`src/rtl/alu_op_sequencer.sv`:
```
// Issues one ALU operation per valid/ready request, waits SETTLE_CYCLES, then offers the captured result.
// Optional feature: define ALU_SEQ_ERR_EN to reject opcodes 10..15 with an err indication.
module alu_op_sequencer #(
  parameter int N             = 8,
  parameter int SETTLE_CYCLES = 1
) (
  input  logic         clk,
  input  logic         rst_n,
  input  logic         in_valid,
  output logic         in_ready,
  input  logic [N-1:0] in_a,
  input  logic [N-1:0] in_b,
  input  logic [3:0]   in_op,
  input  logic         in_cin,
  output logic [N-1:0] alu_a,
  output logic [N-1:0] alu_b,
  output logic [3:0]   alu_sel,
  output logic         alu_cin,
  input  logic [N-1:0] alu_result,
  input  logic         alu_neg,
  input  logic         alu_zero,
  input  logic         alu_cout,
  input  logic         alu_ovf,
  output logic         out_valid,
  input  logic         out_ready,
  output logic [N-1:0] out_result,
  output logic [3:0]   out_flags,
  output logic         busy,
  output logic [7:0]   op_count,
  output logic         err
);

  typedef enum logic [1:0] {IDLE = 2'd0, WAIT = 2'd1, DONE = 2'd2} state_e;

  localparam logic [3:0] SettleLoad = 4'(SETTLE_CYCLES - 1);

  state_e       state_q, state_d;
  logic [3:0]   cnt_q, cnt_d;
  logic [N-1:0] a_q, a_d, b_q, b_d, res_q, res_d;
  logic [3:0]   sel_q, sel_d, flags_q, flags_d;
  logic         cin_q, cin_d;
  logic [7:0]   count_q, count_d;
  logic         opInvalid;
  logic         errActive;

`ifdef ALU_SEQ_ERR_EN
  logic err_q, err_d;
  assign opInvalid = (in_op > 4'd9);
  assign errActive = err_q;
`else
  assign opInvalid = 1'b0;
  assign errActive = 1'b0;
`endif

  always_ff @(posedge clk or negedge rst_n) begin
    if (!rst_n) begin
      state_q <= IDLE;
      cnt_q   <= '0;
      a_q     <= '0;
      b_q     <= '0;
      sel_q   <= '0;
      cin_q   <= 1'b0;
      res_q   <= '0;
      flags_q <= '0;
      count_q <= '0;
`ifdef ALU_SEQ_ERR_EN
      err_q   <= 1'b0;
`endif
    end else begin
      state_q <= state_d;
      cnt_q   <= cnt_d;
      a_q     <= a_d;
      b_q     <= b_d;
      sel_q   <= sel_d;
      cin_q   <= cin_d;
      res_q   <= res_d;
      flags_q <= flags_d;
      count_q <= count_d;
`ifdef ALU_SEQ_ERR_EN
      err_q   <= err_d;
`endif
    end
  end

  // A rejected opcode still spends one WAIT slot with the counter at zero, so its result
  // appears with the same one-cycle latency as the shortest normal operation.
  always_comb begin
    state_d = state_q;
    cnt_d   = cnt_q;
    a_d     = a_q;
    b_d     = b_q;
    sel_d   = sel_q;
    cin_d   = cin_q;
    res_d   = res_q;
    flags_d = flags_q;
    count_d = count_q;
`ifdef ALU_SEQ_ERR_EN
    err_d   = err_q;
`endif
    case (state_q)
      IDLE: begin
        if (in_valid) begin
          state_d = WAIT;
          if (opInvalid) begin
            cnt_d = '0;
`ifdef ALU_SEQ_ERR_EN
            err_d = 1'b1;
`endif
          end else begin
            a_d   = in_a;
            b_d   = in_b;
            sel_d = in_op;
            cin_d = in_cin;
            cnt_d = SettleLoad;
          end
        end
      end
      WAIT: begin
        if (cnt_q == 4'd0) begin
          state_d = DONE;
          if (errActive) begin
            res_d   = '0;
            flags_d = '0;
          end else begin
            res_d   = alu_result;
            flags_d = {alu_neg, alu_zero, alu_cout, alu_ovf};
          end
        end else begin
          cnt_d = cnt_q - 4'd1;
        end
      end
      DONE: begin
        if (out_ready) begin
          state_d = IDLE;
          if (!errActive) count_d = count_q + 8'd1;
`ifdef ALU_SEQ_ERR_EN
          err_d = 1'b0;
`endif
        end
      end
      default: state_d = IDLE;
    endcase
  end

  assign in_ready   = (state_q == IDLE);
  assign busy       = (state_q != IDLE);
  assign out_valid  = (state_q == DONE);
  assign alu_a      = a_q;
  assign alu_b      = b_q;
  assign alu_sel    = sel_q;
  assign alu_cin    = cin_q;
  assign out_result = res_q;
  assign out_flags  = flags_q;
  assign op_count   = count_q;
  assign err        = errActive;

endmodule
```
`config.mk`:
```
export PLATFORM = sky130hd
export DESIGN_NAME = alu_op_sequencer
export DESIGN_NICKNAME = d
export VERILOG_FILES = /design/src/rtl/alu_op_sequencer.sv
export SDC_FILE = /design/constraint.sdc
export NUM_CORES = 1
export LEC_CHECK = 0
export BUFFER_PORTS_ARGS = -buffer_cell sky130_fd_sc_hd__buf_2
export CORE_ASPECT_RATIO = 1.75
export CORE_MARGIN = 4
export CORE_UTILIZATION = 52
export CTS_CLUSTER_DIAMETER = 60
export CTS_CLUSTER_SIZE = 28
export DETAILED_ROUTE_END_ITERATION = 8
export GPL_TIMING_DRIVEN = 0
export HOLD_SLACK_MARGIN = 0.05
export PLACE_DENSITY = 0.85
export SYNTH_ARGS = -nofsm -noshare
export SYNTH_HDL_FRONTEND = slang
export SYNTH_SLANG_ARGS = --single-unit
```
`constraint.sdc`:
```
create_clock -name clk -period 3.5 [get_ports clk]
set_input_delay 0.7 -clock clk [delete_from_list [all_inputs] [get_ports clk]]
set_output_delay 0.7 -clock clk [all_outputs]
set_load 0.02 [all_outputs]
```
**Word level (Yosys, flattened, before mapping)**

Cells that the tools add are included.

- Bits in registers: 47
- Input port bits: 37
- Output and inout port bits: 45
- Word-level logic and storage cells: 33

- Add/subtract/negate cells: 2
- Equal/unequal tests: 6
- Multiplexer cells: 7
- Reduce and logical (&&, ||, !) cells: 9

Operators by type and width:

| kind | count |
|---|---|
| $add 8x1->8 const B | 1 |
| $mux 4 | 2 |
| $pmux 4 s2 | 1 |
| $mux 2 | 3 |
| $ne 2x2->1 const B | 3 |
| $pmux 2 s3 | 1 |
| $reduce_and 2->1 | 3 |
| $reduce_and 3->1 | 2 |
| $logic_not 4->1 | 1 |
| $reduce_bool 2->1 | 2 |
| $sub 4x1->4 const B | 1 |
| $eq 2x1->1 const B | 1 |
| $eq 2x2->1 const B | 1 |
| $logic_not 2->1 | 1 |
| $ne 2x1->1 const B | 1 |

**Depth between registers and ports, before layout**

Gate-level depths: netlist of run 1.

- Depth after elaboration: 3
- Gate-level depth with buffers: 6
- Gate-level depth less buffers: 5

**Worst setup path before layout of run 1**

Ideal clock, no wire load.

- Kind: input to register
- From: in in_valid
- To: reg a_q[7] (netlist: alu_a[7])
- Library setup time: 0.125 ns
- Data arrival time: 1.608 ns
- Data required time: 3.375 ns
- Slack: 1.767 ns
- Stages on the path: 4
- Path buffers: 2
- Cell sequence: or3b_1 > buf_6 > buf_12 > mux2_4

- Word-level cells in the longest chain between the ends: 1

Ends and longest elaborated chain:

| element | RTL line | text |
|---|---|---|
| from (decl) | 9 | `input logic in_valid,` |
| $reduce_and 2->1 (no line) | n/a |  |
| to (signal assigned) | 59 | `a_q <= '0;` |
| to (signal assigned) | 72 | `a_q <= a_d;` |
| to (decl) | 39 | `logic [N-1:0] a_q, a_d, b_q, b_d, res_q, res_d;` |

No other way between the ends.
A chain may end at the register's enable or synchronous reset.

**Final worst setup path of run 1**

- From: reg state_q[1]
- To: out in_ready

- Word-level cells in the longest chain between the ends: 1

Ends and longest elaborated chain:

| element | RTL line | text |
|---|---|---|
| from (decl) | 37 | `state_e state_q, state_d;` |
| from (signal assigned) | 70 | `state_q <= state_d;` |
| $logic_not 2->1 | 145 | `assign in_ready = (state_q == IDLE);` |
| to (decl) | 10 | `output logic in_ready,` |

No other way between the ends.

==> results.md, run 1 <==
Timing:
- Setup repair after global routing left no endpoint under its margin.
- Counting I/O delays and the setup requirement, the final critical path takes 2.03 ns.
- The total negative slack for setup checks is 0 ns.
- The max-slew violation total from the final report is 0.
- Across all setup checks in the final design, the least slack found is 1.47 ns.
- The number of hold-slack violations in the final timing report was 0.
- Across all hold checks on the routed design, the worst slack comes to 0.467 ns.
- The max-slew headroom at the worst pin is approximately 33%.
- The total of endpoints with negative setup slack in the final report is 0.
- Timing would allow up to 493 MHz.
- For the pin with the worst max-slew slack, the measured transition is 1.01 ns.
- The worst-case clock skew is around 0.0029 ns.
- The fraction of the cycle the final worst path needs is between 50% and 60%.

Critical path:
- The critical path startpoint category is a flip-flop.
- On the critical path the largest part of the delay comes from flip-flops.
- The largest single stage delay on the critical path is roughly 0.47 ns.
- Of all nets on the critical path, the largest fanout is 9.
- The endpoint required time on the critical path is 2.80 ns.
- For the worst setup path, the data arrival time is 1.33 ns.
- The slowest stage cell on the critical path is dfrtp_1.
- The worst setup path is captured at an output port.
- The worst setup path category is flip-flop to output port.
- The critical path buffer and inverter count is 2.
- The signal on the critical path passes through or2_2 -> inv_1 -> buf_2.

CTS:
- The clock-pin slew on the worst setup and hold paths is 0.09 ns.
- The number of gates resized after CTS was 0.
- The total of hold buffers inserted after clock tree synthesis is 0.
- Clock latency on the worst-skew pair, taken at its later pin, is 0.30 ns.
- TritonCTS created 5 clock buffers.
- The number of buffers inserted to repair setup after CTS is 0.
- The H-tree depth is 2.
- The CTS tree is done.
- The buffer levels on the longest clock path is 2.
- For this design, the sink count on the clock tree is 47.
- The clock root buffer is clkbuf_8.

Route:
- In this run, the number of DRC markers left after iteration 0 of detailed routing was 19.
- The post-detailed-route DRC marker count is 0.
- In this run the remaining antenna-violating nets after routing total 0.
- The first detailed-routing pass ran for 4 iterations.
- The per-cell routed wire length is 15.4 µm.
- The via-per-instance ratio is 4.92.
- Summed over all layers, the routed wires come to 4.22 mm.
- The total number of vias is 1,353.

Finish:
- The number of inserted filler cells in the final layout is 299.
- The commonest non-fill, non-tap cell in the layout is buf_2.
- The final layout contains 266 nets.
- The relative area change from synthesis to final layout is 28.8%.
- Cells with a size suffix above 1 make up about three fifths of the layout.
- The number of antenna diodes in the final layout is 0.
- In the layout the commonest cells are buf_2 (80), dfrtp_1 (47), mux2_4 (26).

Synth:
- The netlist area before placement is 0.00208 mm².
- For this run, the leading register cell type out of synthesis is dfrtp_1.
- The sequential area share after synthesis is between 50% and 60%.
- The mean cell area of the mapped netlist is 14.9 µm².
- The number of distinct standard cells referenced by the synthesized netlist is 30.
- The number of enable-type register cells in the synthesized netlist is 0.
- The share of synthesized registers carrying an async set or reset is 100%.
- The number of warnings reported in the yosys synthesis log is 0.
- In this run, synthesis produced a sequential element count of between 40 and 50.
- The cell count after synthesis came out at 139.
- The post-synth net total is roughly 180.

Power and ir drop:
- IR analysis of the VDD net gives a maximum drop of about 0.56 mV.
- Summed over all cells, the static leakage comes to around 1.5 nW.
- The power per standard cell area is around 1000 mW/mm².

Min path:
- The path class of the tightest hold or removal check is flip-flop to flip-flop.

Outcome:
- The run finished with clean final reports.

Floorplanning:
- In this run the core area contains 30 standard-cell rows.
- The initial utilization of the core area, before any placement, comes to 53.7%.
- The overall die area is between 0.005 and 0.006 mm².
- The floorplan step set the die height to 91.6 µm.
- The number of primary I/O pins is 82.
- The core region is 0.00387 mm².
- The die boundary width is approximately 56 µm.

Placement:
- At the end of routability-driven placement, the weighted congestion stood at 0.715.
- The minimum setup slack after placement is roughly 1.6 ns.
- Buffers placed on the I/O ports in this run total 80.
- The HPWL after detailed placement is 3.17 mm.

GRT:
- Across every metal layer, demand over resource in global routing totals 18.2%.
- The via count of the first global-routing pass is between 1,500 and 2,000.
- The first global-routing pass estimated 7.22 mm of wire.
- Global routing finished with a remaining overflow of 0.
- The number of antenna violations at the first check in global routing is 0.
- The pin count of the biggest net entering global routing is 48.

Job:
- The tool flagged a number of max-cap violations equal to 0.
kinds of logic (layout without fill, tap and decap cells):
family / Yosys count / count (layout) / share of synthesized area (%)
other: 1 / 1 / 0.181
AND/OR/NAND/NOR: 30 / 30 / 7.96
AO/OA/AOI/OAI: 4 / 4 / 1.39
flip-flops: 47 / 47 / 56.7
multiplexers: 37 / 37 / 24.7
buffers and inverters: 10 / 98 / 4.40
adder cells (fa/ha/maj): 3 / 3 / 1.81
XOR/XNOR: 7 / 7 / 2.95
final timing paths:
| path | start | endpoint | slack, ns | cells past startpoint |
|---|---|---|---|---|
| max | state_q[1]$_DFFE_PN0P_ | in_ready | 1.47 | 3 |
| min | op_count[7]$_DFFE_PN0P_ | op_count[7]$_DFFE_PN0P_ | 0.47 | 1 |
| max reg2reg | cnt_q[0]$_DFFE_PN0P_ | out_result[7]$_DFFE_PN0P_ | 1.64 | 6 |
| min reg2reg | op_count[7]$_DFFE_PN0P_ | op_count[7]$_DFFE_PN0P_ | 0.47 | 1 |
| max in group asynchronous | rst_n | out_result[5]$_DFFE_PN0P_ | 2.31 | 1 |
| min in group asynchronous | rst_n | alu_a[6]$_DFFE_PN0P_ | 0.57 | 1 |
per-stage QoR:
| step | instance area, µm² | std cells | util, % | total power, mW |
|---|---|---|---|---|
| finish | 2670 | 275 | 69.1 | 2.74 |
| global route | 2670 | 275 | 69.1 | 2.91 |
| CTS | 2670 | 275 | 69.1 | 2.77 |
| detailed placement | 2540 | 267 | 65.6 | 2.29 |
| global placement | 2540 | 267 | 65.6 | 2.24 |
| floorplan | 2080 | 139 | - | 1.90 |
synth_stat cells, types with 2 or more instances:
cell	number	area, µm²
nor2_1	3	11.3
buf_6	3	33.8
nand3_1	4	20.0
mux2_4	26	390
xnor2_1	2	17.5
nor3_1	4	20.0
mux2_2	9	101
xor2_1	5	43.8
ha_1	3	37.5
dfrtp_1	47	1180
inv_1	4	15.0
mux2i_1	2	20.0
nand2_1	10	37.5
per-layer routing:
layer | up-vias | wire length (µm) | GRT usage, %
li1 | 642 | - | -
met1 | 647 | 1660 | 20.6
met2 | 59 | 2200 | 31.7
met3 | 5 | 328 | 5.55
met4 | 0 | 41 | 6.69
met5 | - | 0 | 0
state kept, by name, indices dropped and copies added, names as in the netlist:
name / cells
alu_a: 8
cnt_q: 4
alu_b: 8
state_q: 2
op_count: 8
out_result: 8
alu_sel: 4
alu_cin: 1
out_flags: 4
layout make-up:
cell class	instances	area, µm²	area share [%]
plain buffers	6	76.3	2.86
inverters	4	15.0	0.562
clock inverters	3	67.6	2.53
clock buffers	5	68.8	2.57
multi-input cells	82	808	30.2
repair buffers	80	400	15.0
well taps	48	60.1	2.25
flip-flops and latches	47	1180	44.0
power breakdown:
group | internal (mW) | switching, mW
registers | 0.789 | 0.150
clock network | 0.285 | 0.182
logic | 0.660 | 0.671
total | 1.73 | 1.00
Note: power is estimated with default switching activity, not from simulation.
==> run 2, diff against run 1 <==
CORE_UTILIZATION = 48   (was 52)
PLACE_DENSITY = 0.79   (was 0.85)
clock period = 2 ns   (was 3.5 ns; I/O delays follow)
==> run 2 against run 1 <==
Worst setup slack worse by 1.3 ns; clock power is 7.7% higher; clock skew is 0.0043 ns higher; sequential power is 73% higher; largest power group unchanged; core utilization is 6.2 points lower; combinational power is 74% higher; register-to-register slack worse by 1.5 ns; critical path depth is 3 higher; wire length is 4.6% lower; sequential share of layout area is 1.1 points higher.
==> results.md, run 2 (synthesis results as in run 1) <==
GRT:
- The residual overflow from global routing is 0 (unchanged).
- The global router's overall resource usage was 15.8% (was 18.2%).
- The via count of the first global-routing pass was 1,474 (was 1,540).
- The wire length of the first global-routing pass is 6.65 mm (was 7.22 mm).
- The pin count of the biggest net entering global routing is 48 (unchanged).
- The number of antenna violations at the first check in global routing is 0 (unchanged).

Finish:
- The cell area after layout is 0.00261 mm² (was 0.00267 mm²).
- The number of inserted filler cells in the final layout is 349 (was 299).
- The utilization after layout was 62.9% (was 69.1%).
- The commonest non-fill, non-tap cell in the layout is buf_2 (unchanged).
- Commonest non-fill, non-tap cells in the layout: buf_2 (80), dfrtp_1 (47), mux2_4 (26) (unchanged).
- The fraction of final layout cells sized beyond drive strength 1 was 57.3% (was 58.1%).
- The relative area change from synthesis to final layout came to 25.7% (was 28.8%).
- The number of diodes is 0 (unchanged).
- The total number of nets in the final design is 266 (unchanged).
- The area taken by multi-input logic gates is 808 µm² (unchanged).
- The flip-flop and latch area is 0.00118 mm² (unchanged).
- The non-filler instance count after layout is 274 (was 275).

Timing:
- Static timing analysis puts the maximum clock frequency at 545 MHz.
- The clock period could shrink to ~1.8 ns.
- The total of endpoints with negative setup slack in the final report is 0 (unchanged).
- The max-slew headroom at the worst pin came to 32.9% (was 32.7%).
- The worst path uses 91.8% of the clock period.
- Setup repair after global routing missed its margin: no (unchanged).
- The total negative slack for setup checks is 0 ns (unchanged).
- The max-slew violation total from the final report is 0 (unchanged).
- The measured slew at the worst slew-check pin is 1.01 ns (about the same).
- The worst-case clock skew is 0.00718 ns (was 0.00290 ns).
- The number of hold-slack violations in the final timing report is 0 (unchanged).

Floorplanning:
- The core box area is 0.00415 mm² (was 0.00387 mm²).
- The die boundary width came to 57.7 µm (was 55.8 µm).
- The number of primary I/O pins was 82 (unchanged).
- The standard-cell row count was 31 (was 30).
- The initial core utilization is 50.0% (was 53.7%).
- The vertical die dimension is 95.0 µm (was 91.6 µm).
- The overall die area came to 0.00548 mm² (was 0.00511 mm²).

Placement:
- The total instance count after detailed placement is 268 (was 267).
- The placer congestion estimate is 0.713 (was 0.715).
- The HPWL after detailed placement is 3.16 mm (was 3.17 mm).
- The area after detailed placement is 0.00254 mm² (about the same).
- The number of buffers inserted by port buffering was 80 (unchanged).

CTS:
- The total of hold buffers inserted after clock tree synthesis is 0 (unchanged).
- The buffer levels on the longest clock path was 2 (unchanged).
- The TritonCTS buffer count was 5 (unchanged).
- The insertion delay to the later sink of the worst-skew pair is 0.29 ns (was 0.30 ns).
- The clock sink count is 47 (unchanged).
- The number of gates given a new drive strength after cts is 0 (unchanged).
- The number of buffers inserted to repair setup after CTS is 0 (unchanged).
- The CTS tree was done (unchanged).
- The clock-pin slew on the worst setup and hold paths was 0.08 ns (was 0.09 ns).
- The H-tree depth is 2 (unchanged).
- The clock root buffer is clkbuf_8 (unchanged).

Power and ir drop:
- The net switching power of the design came to 1.69 mW (was 1.00 mW).
- The proportion of power drawn by combinational gates is 52.1% (was 48.6%).
- The highest ir drop seen on vdd is 1.03 mV (was 0.556 mV).
- The clock network power share is 11.3% (was 17.0%).
- The fraction of power spent switching nets came to 37.9% (was 36.7%).
- The leakage power came to 1.43 nW (was 1.46 nW).
- The power per standard cell area is 1710 mW/mm² (was 1020 mW/mm²).
- The total power draw was 4.46 mW (was 2.74 mW).
- The sequential cell fraction of total power was 36.7% (was 34.3%).
- The internal cell power came to 2.77 mW (was 1.73 mW).

Min path:
- The classification of the worst-slack hold path is input port to asynchronous set/reset pin (was flip-flop to flip-flop).

Critical path:
- The arrival time at the worst endpoint was 2.00 ns (was 1.33 ns).
- The largest fanout of any net on the critical path is 10 (was 9).
- The end of the critical path is out_result[0]$_DFFE_PN0P_ (was in_ready).
- The critical path startpoint is cnt_q[0]$_DFFE_PN0P_ (was state_q[1]$_DFFE_PN0P_).
- The sort of element at the end of the critical path is a flip-flop (was output port).
- The endpoint required time on the critical path is 2.17 ns (was 2.80 ns).
- The startpoint of the lowest-slack register-to-register path is cnt_q[0]$_DFFE_PN0P_ (unchanged).
- The endpoint of the worst-slack reg-to-reg timing path is out_result[0]$_DFFE_PN0P_ (was out_result[7]$_DFFE_PN0P_).
- The internal reg-to-reg setup slack came to 0.16 ns (was 1.64 ns).
- The worst setup path category is flip-flop to flip-flop (was flip-flop to output port).
- The critical path startpoint category was a flip-flop (unchanged).
- The depth of the most critical reg-to-reg path was 6 (unchanged).

Route:
- The post-detailed-routing wire length is 4.03 mm (was 4.22 mm).
- The via-per-instance ratio is 4.93 (was 4.92).
- The total number of vias is 1,351 (was 1,353).
- The initial detailed-routing violation count was 31 (was 19).
- The post-detailed-route DRC marker count is 0 (unchanged).
- The number of iterations in the first detailed-routing pass is 4 (unchanged).
- The remaining antenna violation count after routing is 0 (unchanged).
- The per-cell routed wire length is 14.7 µm (was 15.4 µm).

Job:
- The max capacitance violation total is 0 (unchanged).

Outcome:
- Result of the run: completed (unchanged).
[run 2: cell types whose count changed in the layout (fill, tap and decap cells not counted)]
cell        change
bufinv_16       -2
clkbuf_1        +1
clkinvlp_4      -1
[run 2: metal layers]
metal  global-route usage (%)  wire length [µm]  share of wire [%]
met1                     16.5              1420                 35
met2                     29.3              2280                 57
met3                     3.69               245                6.1
met4                     6.58                77                1.9
met5                        0                 0                  0
[run 2: final cells by class]
cell class	instances	area share, %
Sequential cell	47	45.1
Buffer	6	2.92
Tap cell	49	2.35
Timing Repair Buffer	80	15.3
Inverter	4	0.575
Clock buffer	6	2.78
Multi-Input combinational cell	82	31.0
[run 2: worst min-delay path by stage]
stage | slack [ns] | endpoint | startpoint | cells past startpoint
after global placement | 0.46 | op_count[7]$_DFFE_PN0P_ | op_count[7]$_DFFE_PN0P_ | 1
after floorplan | 0.10 | alu_a[0]$_DFFE_PN0P_ | rst_n | 0
final | 0.28 | out_result[3]$_DFFE_PN0P_ | rst_n | 1
after global routing | 0.33 | out_result[3]$_DFFE_PN0P_ | alu_result[3] | 2
after CTS | 0.32 | out_result[3]$_DFFE_PN0P_ | rst_n | 1
after detailed placement | 0.46 | op_count[7]$_DFFE_PN0P_ | op_count[7]$_DFFE_PN0P_ | 1
[run 2: per-stage QoR]
step	hold WS [ns]	setup WS (ns)
finish	0.277	0.164
CTS	0.324	0.145
detailed placement	0.455	0.163
global route	0.326	0.0674
floorplan	0.104	0.281
global placement	0.456	0.197
[run 2: worst max-delay path, stage by stage (launching register included)]
cell and delay [ns]:
dfrtp_1 0.41, inv_1 0.09, ha_1 0.16, or3b_4 0.41, nand2b_4 0.18, buf_6 0.16
mux2_4 0.30
[run 2: power groups by stage]
stage	clock network (mW)	registers, mW	logic [mW]
CTS	0.525	1.64	2.36
global route	0.563	1.70	2.48
finish	0.503	1.63	2.32
detailed placement	0	1.65	2.34
floorplan	0	2.10	1.23
global placement	0	1.63	2.30
